File: config.mk
export PLATFORM = sky130hd
export DESIGN_NAME = shift_pipe
export DESIGN_NICKNAME = d
export VERILOG_FILES = /design/src/rtl/shift_defs.sv /design/src/rtl/shift_level.sv /design/src/rtl/shift_pipe.sv
export SDC_FILE = /design/constraint.sdc
export NUM_CORES = 1
export LEC_CHECK = 0
export ABC_AREA = 1
export CAP_MARGIN = 0
export CORE_MARGIN = 5
export CORE_UTILIZATION = 45
export CTS_BUF_LIST = sky130_fd_sc_hd__clkbuf_16
export DETAILED_ROUTE_END_ITERATION = 10
export PLACE_DENSITY = 0.74
export SKIP_CTS_REPAIR_TIMING = 1
export SLEW_MARGIN = 25
export SYNTH_ARGS = -nofsm -noshare
export SYNTH_HDL_FRONTEND = slang
export SYNTH_SLANG_ARGS = --single-unit
File: constraint.sdc
create_clock -name clk -period 5.9 [get_ports clk]
set_clock_uncertainty 0.1 [all_clocks]
set_input_delay 0.885 -clock clk [delete_from_list [all_inputs] [get_ports clk]]
set_output_delay 0.885 -clock clk [all_outputs]
set_load 0.02 [all_outputs]
File: src/rtl/shift_defs.sv
// rtl/shift_defs.sv - shift type codes, flag bit order and helpers for shift_pipe (rotates under SHIFT_ROTATE_EN)
package shift_defs;

    localparam logic [4:0] SLL = 5'h0C;
    localparam logic [4:0] SRL = 5'h0D;
    localparam logic [4:0] SRA = 5'h0E;
    localparam logic [4:0] ROR = 5'h10;
    localparam logic [4:0] ROL = 5'h11;

    // Bit positions of the packed {N,Z,C,V} flag word seen by the ALU flag mux
    localparam int unsigned FLAG_V = 0;
    localparam int unsigned FLAG_C = 1;
    localparam int unsigned FLAG_Z = 2;
    localparam int unsigned FLAG_N = 3;

    function automatic int clog2(input int value);
        int r;
        r = 0;
        while ((1 << r) < value) r++;
        return r;
    endfunction

    function automatic logic is_legal(input logic [4:0] t);
`ifdef SHIFT_ROTATE_EN
        return t inside {SLL, SRL, SRA, ROR, ROL};
`else
        return t inside {SLL, SRL, SRA};
`endif
    endfunction

endpackage

File: src/rtl/shift_level.sv
// rtl/shift_level.sv - one mux level of the log shifter; rotate paths only with SHIFT_ROTATE_EN
module shift_level
    import shift_defs::*;
#(
    parameter int WIDTH = 32,
    parameter int DIST  = 1
) (
    input  logic [WIDTH-1:0] d,
    input  logic [4:0]       stype,
    input  logic             en,
    input  logic             ci,
    output logic [WIDTH-1:0] q,
    output logic             co
);

    // Shift by DIST when enabled; carry is the last bit moved out, so the last enabled level wins
    always_comb begin
        q  = d;
        co = ci;
        if (en) begin
            case (stype)
                SLL: begin
                    q  = d << DIST;
                    co = d[WIDTH-DIST];
                end
                SRL: begin
                    q  = d >> DIST;
                    co = d[DIST-1];
                end
                SRA: begin
                    q  = $unsigned($signed(d) >>> DIST);
                    co = d[DIST-1];
                end
`ifdef SHIFT_ROTATE_EN
                ROR: begin
                    q  = {d[DIST-1:0], d[WIDTH-1:DIST]};
                    co = d[DIST-1];
                end
                ROL: begin
                    q  = {d[WIDTH-DIST-1:0], d[WIDTH-1:WIDTH-DIST]};
                    co = d[WIDTH-DIST];
                end
`endif
                default: begin
                    q  = d;
                    co = ci;
                end
            endcase
        end
    end

endmodule

File: src/rtl/shift_pipe.sv
// rtl/shift_pipe.sv - pipelined logarithmic shifter with handshake and flags; rotates with SHIFT_ROTATE_EN
module shift_pipe
    import shift_defs::*;
#(
    parameter  int WIDTH  = 32,
    parameter  int STAGES = 2,
    localparam int SAW    = clog2(WIDTH)
) (
    input  logic             clk,
    input  logic             reset,
    input  logic             in_valid,
    output logic             in_ready,
    input  logic [WIDTH-1:0] T,
    input  logic [SAW-1:0]   shamt,
    input  logic [4:0]       stype,
    output logic             out_valid,
    input  logic             out_ready,
    output logic [WIDTH-1:0] Y_lo,
    output logic             C,
    output logic             V,
    output logic             N,
    output logic             Z,
    output logic             illegal
);

    // First mux level owned by stage k; earlier stages absorb the remainder levels
    function automatic int lv_first(input int k);
        int base;
        int ext;
        base = SAW / STAGES;
        ext  = SAW % STAGES;
        return k * base + ((k < ext) ? k : ext);
    endfunction

    function automatic int stage_of(input int lvl);
        int s;
        s = 0;
        for (int k = 0; k < STAGES; k++) begin
            if (lvl >= lv_first(k)) s = k;
        end
        return s;
    endfunction

    logic [STAGES-1:0] st_v;
    logic [WIDTH-1:0]  st_d  [STAGES];
    logic              st_c  [STAGES];
    logic [4:0]        st_t  [STAGES];
    logic [SAW-1:0]    st_sh [STAGES];
    logic [3:0]        flags_q;
    logic              ill_q;

    logic [STAGES-1:0] sin_v;
    logic [STAGES-1:0] sin_c;
    logic [STAGES-1:0] sout_c;
    logic [STAGES-1:0] load;
    logic [WIDTH-1:0]  sin_d  [STAGES];
    logic [WIDTH-1:0]  sout_d [STAGES];
    logic [4:0]        sin_t  [STAGES];
    logic [SAW-1:0]    sin_sh [STAGES];

    logic [WIDTH-1:0]  lo_d [SAW];
    logic [SAW-1:0]    lo_c;

    logic [3:0]        flags_n;
    logic              rdy_chain;

    for (genvar k = 0; k < STAGES; k++) begin : g_stage
        localparam int LAST = lv_first(k + 1) - 1;
        if (k == 0) begin : g_in
            assign sin_v[k]  = in_valid;
            assign sin_d[k]  = T;
            assign sin_c[k]  = 1'b0;
            assign sin_t[k]  = stype;
            assign sin_sh[k] = shamt;
        end else begin : g_fwd
            assign sin_v[k]  = st_v[k-1];
            assign sin_d[k]  = st_d[k-1];
            assign sin_c[k]  = st_c[k-1];
            assign sin_t[k]  = st_t[k-1];
            assign sin_sh[k] = st_sh[k-1];
        end
        assign sout_d[k] = lo_d[LAST];
        assign sout_c[k] = lo_c[LAST];
    end

    for (genvar i = 0; i < SAW; i++) begin : g_lvl
        localparam int K = stage_of(i);
        logic [WIDTH-1:0] d_in;
        logic             c_in;
        if (i == lv_first(K)) begin : g_head
            assign d_in = sin_d[K];
            assign c_in = sin_c[K];
        end else begin : g_chain
            assign d_in = lo_d[i-1];
            assign c_in = lo_c[i-1];
        end
        shift_level #(
            .WIDTH (WIDTH),
            .DIST  (1 << i)
        ) u_level (
            .d     (d_in),
            .stype (sin_t[K]),
            .en    (sin_sh[K][i]),
            .ci    (c_in),
            .q     (lo_d[i]),
            .co    (lo_c[i])
        );
    end

    // A stage loads when empty or when its contents move on this cycle; ready ripples back from the consumer
    always_comb begin
        load      = '0;
        rdy_chain = out_ready;
        for (int k = STAGES - 1; k >= 0; k--) begin
            load[k]   = !st_v[k] || rdy_chain;
            rdy_chain = load[k];
        end
    end

    // Flags for the result entering the output stage, registered so they hold during a stall
    always_comb begin
        flags_n         = '0;
        flags_n[FLAG_N] = sout_d[STAGES-1][WIDTH-1];
        flags_n[FLAG_Z] = (sout_d[STAGES-1] == '0);
        flags_n[FLAG_C] = sout_c[STAGES-1];
        flags_n[FLAG_V] = 1'b0;
    end

    // Stage registers; payload only updates on a real item so idle outputs stay put
    always_ff @(posedge clk) begin
        if (reset) begin
            st_v    <= '0;
            flags_q <= '0;
            ill_q   <= 1'b0;
            for (int k = 0; k < STAGES; k++) begin
                st_d[k]  <= '0;
                st_c[k]  <= 1'b0;
                st_t[k]  <= '0;
                st_sh[k] <= '0;
            end
        end else begin
            for (int k = 0; k < STAGES; k++) begin
                if (load[k]) begin
                    st_v[k] <= sin_v[k];
                    if (sin_v[k]) begin
                        st_d[k]  <= sout_d[k];
                        st_c[k]  <= sout_c[k];
                        st_t[k]  <= sin_t[k];
                        st_sh[k] <= sin_sh[k];
                    end
                end
            end
            if (load[STAGES-1] && sin_v[STAGES-1]) begin
                flags_q <= flags_n;
                ill_q   <= !is_legal(sin_t[STAGES-1]);
            end
        end
    end

    assign in_ready  = load[0];
    assign out_valid = st_v[STAGES-1];
    assign Y_lo      = st_d[STAGES-1];
    assign C         = flags_q[FLAG_C];
    assign V         = flags_q[FLAG_V];
    assign N         = flags_q[FLAG_N];
    assign Z         = flags_q[FLAG_Z];
    assign illegal   = ill_q;

endmodule

# Word level (Yosys, flattened, before mapping)
# Memories as Yosys holds them, arrays and structs flattened.
# Index checks and enable logic that the tools add are counted.
[classes] reduce_logical=10 eq_ne=6 bitwise=8 muxes=38
[op_table] op="32-bit one-hot mux with 3 select lines" n=5
[op_table] op="32-bit two-way mux" n=7
[op_table] op="32-bit zero test" n=1
[op_table] op="5-bit by 4-bit == test with 1-bit output, second input constant" n=6
[op_table] op="5-bit two-way mux" n=4
[op_table] op="1-bit two-way mux" n=17
[op_table] op="1-bit one-hot mux with 2 select lines" n=5
[op_table] op="1-bit OR" n=8
[op_table] op="2-bit OR reduction" n=2
[op_table] op="1-bit zero test" n=3
[op_table] op="3-bit nonzero test" n=1
[op_table] op="1-bit logical OR" n=2
[op_table] op="1-bit logical AND" n=1
[word_totals] word_cells=70 in_bits=46 output_inout_bits=39 regBits=6 mem_bits_rw=86 n_memories=4
[memory_table] memory="st_d" depth=2 word_bits=32 rd=2 rd_clocked_by_memory_dff=0 write_ports=2 line="shift_pipe.sv:45" text="logic [WIDTH-1:0] st_d [STAGES];"
[memory_table] memory="st_sh" depth=2 word_bits=5 rd=1 rd_clocked_by_memory_dff=0 write_ports=2 line="shift_pipe.sv:48" text="logic [SAW-1:0] st_sh [STAGES];"
[memory_table] memory="st_t" depth=2 word_bits=5 rd=1 rd_clocked_by_memory_dff=0 write_ports=2 line="shift_pipe.sv:47" text="logic [4:0] st_t [STAGES];"
[memory_table] memory="st_c" depth=2 word_bits=1 rd=1 rd_clocked_by_memory_dff=0 write_ports=2 line="shift_pipe.sv:46" text="logic st_c [STAGES];"

# Longest topological paths before layout
# Gate-level depths: netlist of run 1.
[logic_depth] ltp_word=9 mapped_depth=17

# Modules after synthesis
# From an unflattened synthesis of run 1, not the netlist that was laid out.
[hier_totals] cells_unflattened=1387 area_unflattened_um2=8411.8
[modules_own_cells] mod="shift_pipe" area_per_inst_um2=3215.6 n_inst=1 seq_area_each_um2=2282.2 cells_each=284
[modules_own_cells] mod="shift_level at g_lvl[0].u_level" area_per_inst_um2=1267.5 n_inst=1 seq_area_each_um2=0.0 cells_each=258
[modules_own_cells] mod="shift_level at g_lvl[1].u_level" area_per_inst_um2=1154.9 n_inst=1 seq_area_each_um2=0.0 cells_each=247
[modules_own_cells] mod="shift_level at g_lvl[2].u_level" area_per_inst_um2=1041.0 n_inst=1 seq_area_each_um2=0.0 cells_each=229
[modules_own_cells] mod="shift_level at g_lvl[3].u_level" area_per_inst_um2=970.9 n_inst=1 seq_area_each_um2=0.0 cells_each=208
[modules_own_cells] mod="shift_level at g_lvl[4].u_level" area_per_inst_um2=762.0 n_inst=1 seq_area_each_um2=0.0 cells_each=161

# Worst setup path before layout of run 1
# Ideal clock, no wire load.
[synth_path] path_kind="in2reg" from="in out_ready" to="mem st_c[0] (enable)" n_path_buf=0 arrival_time_ns=2.134 slack_ns=3.268 setup_ns=0.398 cell_stages=4 t_required_ns=5.402 path_cell_list="inv_1 -> nand3_1 -> nand2_1 -> nand2_1"
[synth_rtl] element="start, declared" line="shift_pipe.sv:17" text="input logic out_ready,"
[synth_rtl] element="end, declared" line="shift_pipe.sv:46"

==> results.toml, run 1 <==
[grt]
grtUsageTotal_pct = 22.36
grt_pass1_vias = 6376
gr-total-overflow = 0
grt_max_degree = 41
grt_pass1_wl_um = 30420
antenna_found_initial = 0

[clock_network]
cts_max_level = 3
cts_tree = "built"
root_buffer = "clkbuf_16"
clock_sinks = 78
path_clk_slew_ps = 60
clk_latency_ps = 340
cts_buffer_depth = 2
cts_made_buffers = 9

[synth]
syn_avg_cell_area_um2 = 6.440
synth-seq-area-share_pct = 35.19
synth_nets = 1053
ys_top_cells_by_count = "nand2_1, nand3_1, inv_1"
synth_most_common_cell = "nand2_1"
synth_edf_count = 72
async_flop_share_pct = 0
ys_types = 31
yosys_warnings = 0
synth.largest_area_cell = "edfxtp_1"
synth.top_cell.area_share_pct = 33.34
synth_top_flop_cell = "edfxtp_1"
yosys_register_bits = 78
synthCells = 1007
netlist_area_um2 = 6485
synth_area_leaders = "edfxtp_1, nand2_1, nand3_1"

[critical_path]
crit_path_start_kind = "input pin"
critPathArrivalTime_ps = 4110
cp_data_required_time_ps = 5900
critical_path_class = "input pin to register"
critPathMaxFanout = 39
reg2reg_depth = 13
critPathCaptureType = "register"
reg2reg_slack_ps = 3120

[finish]
layout-drive-gt1-share_pct = 5.577
area_delta_synth_final_pct = 18.23
antennaDiodeCount = 0
num-nets-final = 1099

[power]
p_leak_uw = 0.003439
power.density_nw_per_um2 = 218.1
irDropWorstVdd_mv = 0.1461

[floorplan]
die_y_um = 130.0
chipWidth_um = 130.0
start_util_pct = 46.36
dieArea_um2 = 16910
core_um2 = 13990
num_rows = 43
ios = 85

[place]
place_hpwl_um = 13880
place_ws_ps = 1521
globalplace.congestion = 0.9782
port_buffers = 83

[drt]
drt_iter0_drc = 673
via_per_inst = 5.533
drcViolationCount = 0
vias = 6850
routedWlPerCell_um = 14.90
routed_wl_um = 18450
drtPass1Iterations = 6
ant_nets = 0

[sta]
tns_ps = 0
period_share_pct = 69.75
rsz0062_at_grt = "false"
worstMarginPinSlew_ps = 1062
final_max_slew_viol_count = 0
setup_violations = 0
fin_ws_ps = 1785
relSlewSlack_pct = 29.11
clock.fmax_ghz = 0.2430
finalHoldViolCount = 0
fin_crit_ps = 4115

[job]
cap_violations = 0

[run_status]
status = "complete, no violations"

[worst_hold_path]
hold_path_depth = 2
min_path_type = "register to register"
routing by layer:
layer  global-route usage [%]  vias up  share of wire, %
met3                    4.134       65               6.4
met4                    11.43        0               5.2
li1                         -     3415                 -
met2                    36.12      263                46
met5                        0        -                 0
met1                    28.63     3107                43
cells by family after synthesis:
logic type,share of synthesized area (%)
buffers and inverters,11.02
AOI/OAI and AO/OA,8.914
other,0.05783
and+or+nand+nor,44.82
DFF,35.19
sequential cells by signal (all words and copies together), names as in the netlist:
| register | cells |
|---|---|
| flags_q | 3 |
| st_d | 64 |
| st_sh | 2 |
| st_t | 5 |
| st_c | 1 |
| illegal | 1 |
| st_v | 2 |
where the power goes:
part | leakage, µW | switching (µW) | internal, µW
Clock | 0.000163 | 215 | 411
Sequential | 0.000828 | 27.0 | 658
Combinational | 0.00245 | 227 | 135
Total | 0.00344 | 469 | 1200
cells in the final DEF, fill, tap and decap left out:
master	n
o21ai_1	3
nand2_1	340
o21a_1	1
nor3_1	1
a21oi_2	1
clkdlybuf4s50_1	83
edfxtp_1	72
o22ai_1	2
clkbuf_16	9
o221ai_1	1
nand2_2	8
nor2_1	61
bufinv_16	3
buf_4	8
a22oi_1	29
a21oi_4	1
clkinv_1	2
nand3_1	241
clkinv_2	1
clkinvlp_4	2
o211ai_1	5
nor2_2	3
o21ai_2	3
inv_2	6
dfxtp_1	6
nand3_2	10
o21ai_0	18
a31oi_4	1
conb_1	1
inv_1	109
a21oi_1	24
or2_2	2
nor2_4	1
path summary, 6_finish.rpt:
check | from | endpoint
setup / recovery | stype[3] | st_d[0][26]$_SDFFCE_PN0P_
hold / removal | flags_q[1]$_SDFFE_PP0P_ | flags_q[1]$_SDFFE_PP0P_
setup reg to reg | st_t[0][4]$_SDFFCE_PN0P_ | flags_q[2]$_SDFFE_PP0P_
hold reg to reg | flags_q[1]$_SDFFE_PP0P_ | flags_q[1]$_SDFFE_PP0P_
worst max-delay path: stages:
cell and delay, ps:
clkdlybuf4s50_1 480, nand2_1 80, nor2_1 160, nand2_2 170, inv_2 520, nor2_1 160, nor2_2 560, inv_2 410
nor2_1 230, o21ai_0 170, nand3_1 110, nand3_1 80, nand2_1 60, inv_1 40
per-stage QoR:
step | cells | utilization, % | power (µW) | cell area, µm² | hold slack [ps]
2_1_floorplan | 1007 | - | 918.7 | 6485 | 398.2
3_3_place_gp | 1222 | 52.39 | 1050 | 7328 | 340.7
3_5_place_dp | 1222 | 52.39 | 1054 | 7328 | 346.0
4_1_cts | 1238 | 54.81 | 1677 | 7667 | 356.3
5_1_grt | 1238 | 54.81 | 1753 | 7667 | 377.1
6_report | 1238 | 54.81 | 1673 | 7667 | 353.2
cell type report:
type                    count  area (µm²)
fillers                  1383        6321
multi-input cells         757        3495
flip-flops and latches     78        2282
repair buffers             91       890.9
inverters                 116       435.4
clock buffers               9       225.2
well taps                 180       225.2
clock inverters             7       113.9
(Power assumes the default switching activity.)
==> run 2, diff against run 1 <==
clock period = 3.8 ns   (was 5.9 ns; I/O delays follow)
==> run 2 against run 1 <==
  * Hold slack improved by 1.8 ps
  * Combinational power rose by 56%
  * Final cell count rose by 0.40%
  * Die area did not move
  * Critical endpoint is now st_d[0][15]$_SDFFCE_PN0P_
==> results.toml, run 2 (same netlist as run 1, synthesis figures left out) <==
[grt]
gr-total-overflow = 0
antenna_found_initial = 0
grt_max_degree = 61
grt_pass1_vias = 6324
grtUsageTotal_pct = 22.84
grt_pass1_wl_um = 30730

[drt]
ant_nets = 0
routedWlPerCell_um = 15.18
drt_iter0_drc = 817
vias = 6824
drtPass1Iterations = 5
drcViolationCount = 0
routed_wl_um = 18870
via_per_inst = 5.490

[worst_hold_path]
hold_path_depth = 2
min_path_type = "register to register"
holdCritStartpoint = "flags_q[1]$_SDFFE_PP0P_"

[critical_path]
critPathCaptureType = "register"
reg2reg_slack_ps = 920
critPathArrivalTime_ps = 3030
critical_path_class = "input pin to register"
r2r_end = "flags_q[2]$_SDFFE_PP0P_"
reg2reg_from = "st_t[0][4]$_SDFFCE_PN0P_"
endpoint = "st_d[0][15]$_SDFFCE_PN0P_"
critPathMaxFanout = 60
cp_data_required_time_ps = 3900
reg2reg_depth = 13
crit_path_start_kind = "input pin"
worstSetupStartpoint = "stype[3]"

[sta]
period_share_pct = 77.00
worstMarginPinSlew_ps = 962.3
relSlewSlack_pct = 35.69
finalHoldViolCount = 0
final_max_slew_viol_count = 0
rsz0062_at_grt = "false"
tns_ps = 0
fin_crit_ps = 2926
clock.fmax_ghz = 0.3418
setup_violations = 0

[floorplan]
die_y_um = 130.0
num_rows = 43
ios = 85
dieArea_um2 = 16910
start_util_pct = 46.36
core_um2 = 13990
chipWidth_um = 130.0

[clock_network]
cts_made_buffers = 9
cts_tree = "built"
clk_latency_ps = 330
path_clk_slew_ps = 60
clock_sinks = 78
cts_buffer_depth = 2
cts_max_level = 3
root_buffer = "clkbuf_16"

[finish]
top_register = "st_d"
antennaDiodeCount = 0
stdcell_area_um2 = 7661
largest_reg_flops = 64
layout-drive-gt1-share_pct = 5.833
top_regs = "st_d (64), st_t (5), flags_q (3)"
layout_common_cells = "nand2_1, nand3_1, inv_1"
area_delta_synth_final_pct = 18.14
num-nets-final = 1104
final_common_cell = "nand2_1"

[power]
power.density_nw_per_um2 = 324.2
p_leak_uw = 0.003445
p_total_uw = 2484
irDropWorstVdd_mv = 0.2843

[place]
dpl_cell_area_um2 = 7363
place_hpwl_um = 14080
globalplace.congestion = 0.9581
port_buffers = 83

[run_status]
status = "complete, no violations"

[job]
cap_violations = 0
-- run 2: routing by layer --
layer	GRT usage, %	up-vias	routed length, µm
met5	0	-	0
met4	10.39	0	741
met3	4.011	47	1465
met2	37.21	309	8767
met1	29.66	3052	7899
li1	-	3416	-
-- run 2: worst max-delay path: stages --
cell and delay (ps):
clkdlybuf4s50_1 470, nand2_1 70, nor2_1 150, nand2_2 150, inv_2 120, buf_4 490, a22oi_1 180, nand2_1 140
nand3_1 80, nand3_1 150, nand3_1 90, nand3_1 180, nand2_1 80, inv_1 60
-- run 2: area by class of cell --
class	count	area (µm²)
Inverter	116	435.4
Clock buffer	9	225.2
Tap cell	180	225.2
Multi-Input combinational cell	757	3492
Clock inverter	7	72.57
Sequential cell	78	2282
Fill cell	1410	6327
Timing Repair Buffer	96	928.4
-- run 2: how the worst min path moves through the flow --
stage / endpoint / slack [ps]
2_1_floorplan: st_v[1]$_SDFFE_PP0P_ / 400
3_3_place_gp: flags_q[2]$_SDFFE_PP0P_ / 340
3_5_place_dp: flags_q[1]$_SDFFE_PP0P_ / 350
4_1_cts: flags_q[1]$_SDFFE_PP0P_ / 360
5_1_grt: flags_q[1]$_SDFFE_PP0P_ / 380
6_report: flags_q[1]$_SDFFE_PP0P_ / 350
-- run 2: report_power, final --
| part | internal (µW) | switching (µW) |
|---|---|---|
| combinational | 213 | 352 |
| sequential | 1020 | 44.1 |
| clock | 511 | 343 |
-- run 2: stage by stage --
step	hold slack [ps]	util, %	instances	setup WS, ps
floorplan	398.2	-	1007	1483
global placement	341.3	52.64	1227	597.8
detailed placement	346.8	52.64	1227	583.7
CTS	357.7	54.77	1243	920.0
global route	378.3	54.77	1243	668.7
finish	355.0	54.77	1243	874.2
==> RTL change 1, RTL diff (flow settings as in run 2) <==
Change the parameter `STAGES` from 2 to 4.
--- a/src/rtl/shift_pipe.sv
+++ b/src/rtl/shift_pipe.sv
@@ -4,5 +4,5 @@
 #(
     parameter  int WIDTH  = 32,
-    parameter  int STAGES = 2,
+    parameter  int STAGES = 4,
     localparam int SAW    = clog2(WIDTH)
 ) (
Behaviour: not the same (a bounded check fails within 4 cycles, from zero or initial values and one cycle with reset high).
==> RTL change 1 against run 2 <==
  * Area after synthesis grew 42%
  * Worst setup slack gained 0.17 ns
  * Register-to-register slack gained 0.24 ns
  * Wire length rose by 6.3%
  * Sequential share of layout area is 14 points higher
  * Sequential cell count grew 82
  * Utilization fell by 1.4 points
  * Sequential power grew 96%
  * Design area rose by 41%
  * Power increased by 68%
  * First-iteration DRC count decreased by 34%
  * Worst hold slack improved by 0.0020 ns
  * Clock power grew 92%
==> RTL change 1: results (changes against run 2) <==
----------------------------------------------------
[Setup path]
  WP data arrival ... 2.08 ns (was 3.03 ns)
  Worst reg-to-reg setup slack ... 1.16 ns (was 0.92 ns)
  Maximum net fanout on the critical path ... 3 (was 60)
  Critical path origin ... out_ready (was stype[3])
  CP max-delay cell ... clkdlybuf4s50_1 (was buf_4)

[Global routing]
  Met1 global-route usage ... 21.1% (was 29.7%)
  Overall fraction of global-route tracks in use ... 17.3% (was 22.8%)
  Maximum number of pins on one net before global-route repair ... 42 (was 61)
  Wire length of the first global-routing pass ... 33,700 um (was 30,700 um)
  Met3 track demand over resource ... 2.66% (was 4.01%)

[Cells and area]
  Ratio of cells with drive above 1 in the final layout ... 6.47% (was 5.83%)
  Post-layout nets ... 1,269 (was 1,104)
  Registers with the most flip-flops ... st_d: 128 flops, st_t: 15 flops, st_sh: 6 flops (was st_d: 64 flops, st_t: 5 flops, flags_q: 3 flops)
  Count of filler cells inserted in the layout ... 1,912 (was 1,410)

[Placed design]
  Detail Placement HPWL ... 14,900 um (was 14,100 um)
  Weighted congestion at the end of routability-driven global placement ... 0.922 (was 0.958)
  Total placed cells including tap cells ... 1,474 (was 1,227)
  Cell area reported after detailed placement ... 0.0102 mm^2 (was 0.00736 mm^2)

[Synthesis]
  Count of flip-flops with a built-in enable after synthesis ... 152 (was 72)
  Number of cells produced by synthesis ... 1,168 (was 1,007)
  Post-synth top cells ... nand2_1 (373), edfxtp_1 (152), inv_1 (147), nor2_1 (113), nand3_1 (100) (was nand2_1 (340), nand3_1 (241), inv_1 (109), edfxtp_1 (72), nor2_1 (62))
  Compound-gate portion of the synthesized area ... 11.5% (was 8.91%)

[Detailed routing]
  Total wire length after detailed routing ... 20,100 um (was 18,900 um)
  Vias after detailed routing ... 7,660 (was 6,824)
  Metal1 wirelength ... 8460 um (was 7900 um)
  Number of DRC markers in iteration 0 ... 543 (was 817)
  Via count normalized by instance count ... 5.09 (was 5.49)

[Clocking]
  Clock insertion delay at the later pin of the skew report ... 0.43 ns (was 0.33 ns)
  Number of buffers created by CTS ... 17 (was 9)
  H-tree depth ... 4 (was 3)

[Pwr]
  Internal power contribution ... 3.12 mW (was 1.74 mW)
  Leakage power summed over all cells ... 4.48 nW (was 3.45 nW)

[Worst hold path]
  Hold EP ... flags_q[2]$_SDFFE_PP0P_ (was flags_q[1]$_SDFFE_PP0P_)

[Status]
  Run status ... complete, no violations (unchanged)

----------------------------------------------------
RTL change 1: power by group through the flow:
stage                     Clock (mW)  Combinational [mW]  Sequential [mW]
final                           1.64               0.433             2.10
after global routing            1.75               0.484             2.11
after CTS                       1.67               0.434             2.10
after detailed placement           0               0.432             2.13
after global placement             0               0.427             2.13
after floorplan                    0               0.257             2.14
RTL change 1: area by class of cell:
cell class              instances  area (um^2)  area share (%)
flip-flops and latches        160         4720            43.9
multi-input cells             795         3610            33.6
repair buffers                100          958            8.90
inverters                     149          559            5.19
clock buffers                  17          425            3.95
well taps                     270          338            3.14
clock inverters                15          148            1.37
RTL change 1: stage by stage:
stage / utilization [%] / hold WS (ns) / setup slack [ns]
final: 53.4 / 0.357 / 1.05
after global routing: 53.4 / 0.390 / 0.896
after CTS: 53.4 / 0.356 / 1.03
after detailed placement: 50.5 / 0.345 / 0.732
after global placement: 50.5 / 0.341 / 0.522
after floorplan: - / 0.351 / 1.22
==> RTL change 2, RTL diff (flow settings as in run 2) <==
Made on the original files. Remove the case item `SRA` of the case on `stype`.
--- a/src/rtl/shift_level.sv
+++ b/src/rtl/shift_level.sv
@@ -28,8 +28,4 @@
                     co = d[DIST-1];
                 end
-                SRA: begin
-                    q  = $unsigned($signed(d) >>> DIST);
-                    co = d[DIST-1];
-                end
 `ifdef SHIFT_ROTATE_EN
                 ROR: begin
Function: changed (Yosys sat finds a counterexample within 4 cycles, from zero or initial values and one cycle with reset high).
==> RTL change 2 against run 2 <==
  * First-iteration DRC count fell by 15%
  * Design area down 0.69%
  * Global-route usage shrank 0.96 points
  * Count of clock-buffer cells in the layout is the same
  * Worst setup slack improved by 0.20 ns
  * Power decreased by 0.14%
  * Register-to-register slack better by 0.28 ns
  * Via count fell by 1.6%
  * Clock power grew 4.4%
  * Sequential share of layout area increased by 0.21 points
  * Wire length shrank 2.4%
  * Area after synthesis about the same
  * Sequential cell count unchanged
==> RTL change 2: results (changes against run 2) <==
----------------------------------------------------
[Synthesis]
  Sequential fraction of the synthesis area ... 35.2% (about the same)
  Post-synth top cells ... nand2_1 (332), nand3_1 (246), edfxtp_1 (72), inv_1 (56), a21oi_1 (49) (was nand2_1 (340), nand3_1 (241), inv_1 (109), edfxtp_1 (72), nor2_1 (62))
  Distinct cell type count of the synthesized netlist ... 33 (was 31)
  Most area-consuming cells after synthesis ... edfxtp_1 (33%), nand2_1 (19%), nand3_1 (19%) (was edfxtp_1 (33%), nand2_1 (20%), nand3_1 (19%))
  Net count after synthesis ... 1,012 (was 1,053)
  Number of cells produced by synthesis ... 966 (was 1,007)

[Setup path]
  Worst reg-to-reg setup slack ... 1.20 ns (was 0.92 ns)
  Maximum net fanout on the critical path ... 61 (was 60)
  Worst Reg2Reg Path Length in Cells ... 10 (was 13)
  Source of the worst register-to-register timing path ... st_t[0][1]$_SDFFCE_PN0P_ (was st_t[0][4]$_SDFFCE_PN0P_)
  CP max-delay cell ... clkdlybuf4s50_1 (was buf_4)
  Crit-path max cell delay ... 0.55 ns (was 0.49 ns)

[Global routing]
  Maximum number of pins on one net before global-route repair ... 62 (was 61)
  Met1 global-route usage ... 27.7% (was 29.7%)
  Wire length of the first global-routing pass ... 29,400 um (was 30,700 um)
  GR Util met2 ... 37.1% (was 37.2%)
  Met3 track demand over resource ... 3.36% (was 4.01%)
  Via count of the first global-routing pass ... 6,012 (was 6,324)

[STA]
  Time the worst path needs with I/O delays and setup ... 2.73 ns (was 2.93 ns)

[Placed design]
  Total placed cells including tap cells ... 1,186 (was 1,227)
  Cell area reported after detailed placement ... 0.00730 mm^2 (was 0.00736 mm^2)
  Worst setup slack before clock tree synthesis ... 0.752 ns (was 0.584 ns)

[Cells and area]
  Relative area of non-clock buffer cells in the final design ... 12.2% (was 12.1%)
  Ratio of cells with drive above 1 in the final layout ... 9.00% (was 5.83%)
  Fraction of area in clock buffers and inverters ... 4.08% (was 3.89%)
  Footprint of the multi-input gates ... 0.00363 mm^2 (was 0.00349 mm^2)
  Number of inverters outside the clock class in the layout ... 62 (was 116)
  Layout Utilization ... 54.4% (was 54.8%)
  Post-layout nets ... 1,063 (was 1,104)

[Detailed routing]
  Total wire length after detailed routing ... 18,400 um (was 18,900 um)
  Average wire per cell in the routed design ... 15.3 um (was 15.2 um)
  Vias after detailed routing ... 6,712 (was 6,824)

[Pwr]
  Leakage power summed over all cells ... 3.28 nW (was 3.45 nW)
  IR drop worst, VDD ... 0.000212 V (was 0.000284 V)

[Status]
  Run status ... complete, no violations (unchanged)

[Worst hold path]
  Min-delay src ... illegal$_SDFFE_PP0P_ (was flags_q[1]$_SDFFE_PP0P_)

----------------------------------------------------
-- RTL change 2: cell count changes after synthesis, sizes merged, moves of 2 or more --
cell,delta
a22oi,-29
nand3,+8
inv,-52
o21ai,-2
a21oi,+24
nand2,-14
clkinv,-2
nand3b,+12
nand4,+9
o211ai,-5
or2,+29
nor2,-15
-- RTL change 2: power by group through the flow --
stage | clock network (mW) | logic (mW) | registers (mW)
finish | 0.892 | 0.532 | 1.06
global route | 0.945 | 0.588 | 1.06
CTS | 0.907 | 0.530 | 1.06
detailed placement | 0 | 0.527 | 1.08
global placement | 0 | 0.523 | 1.07
floorplan | 0 | 0.300 | 1.10
-- RTL change 2: worst max-delay path: cells and delay by family --
family / cells / cell delay, ns
AO/OA/AOI/OAI: 1 / 0.40
buffers and inverters: 3 / 1.03
AND/OR/NAND/NOR: 7 / 0.82
-- RTL change 2: metal layers --
metal	vias up	part of all wire [%]
li1	3352	-
met1	3022	41
met2	285	48
met3	53	6.7
met4	0	4.1
met5	-	0
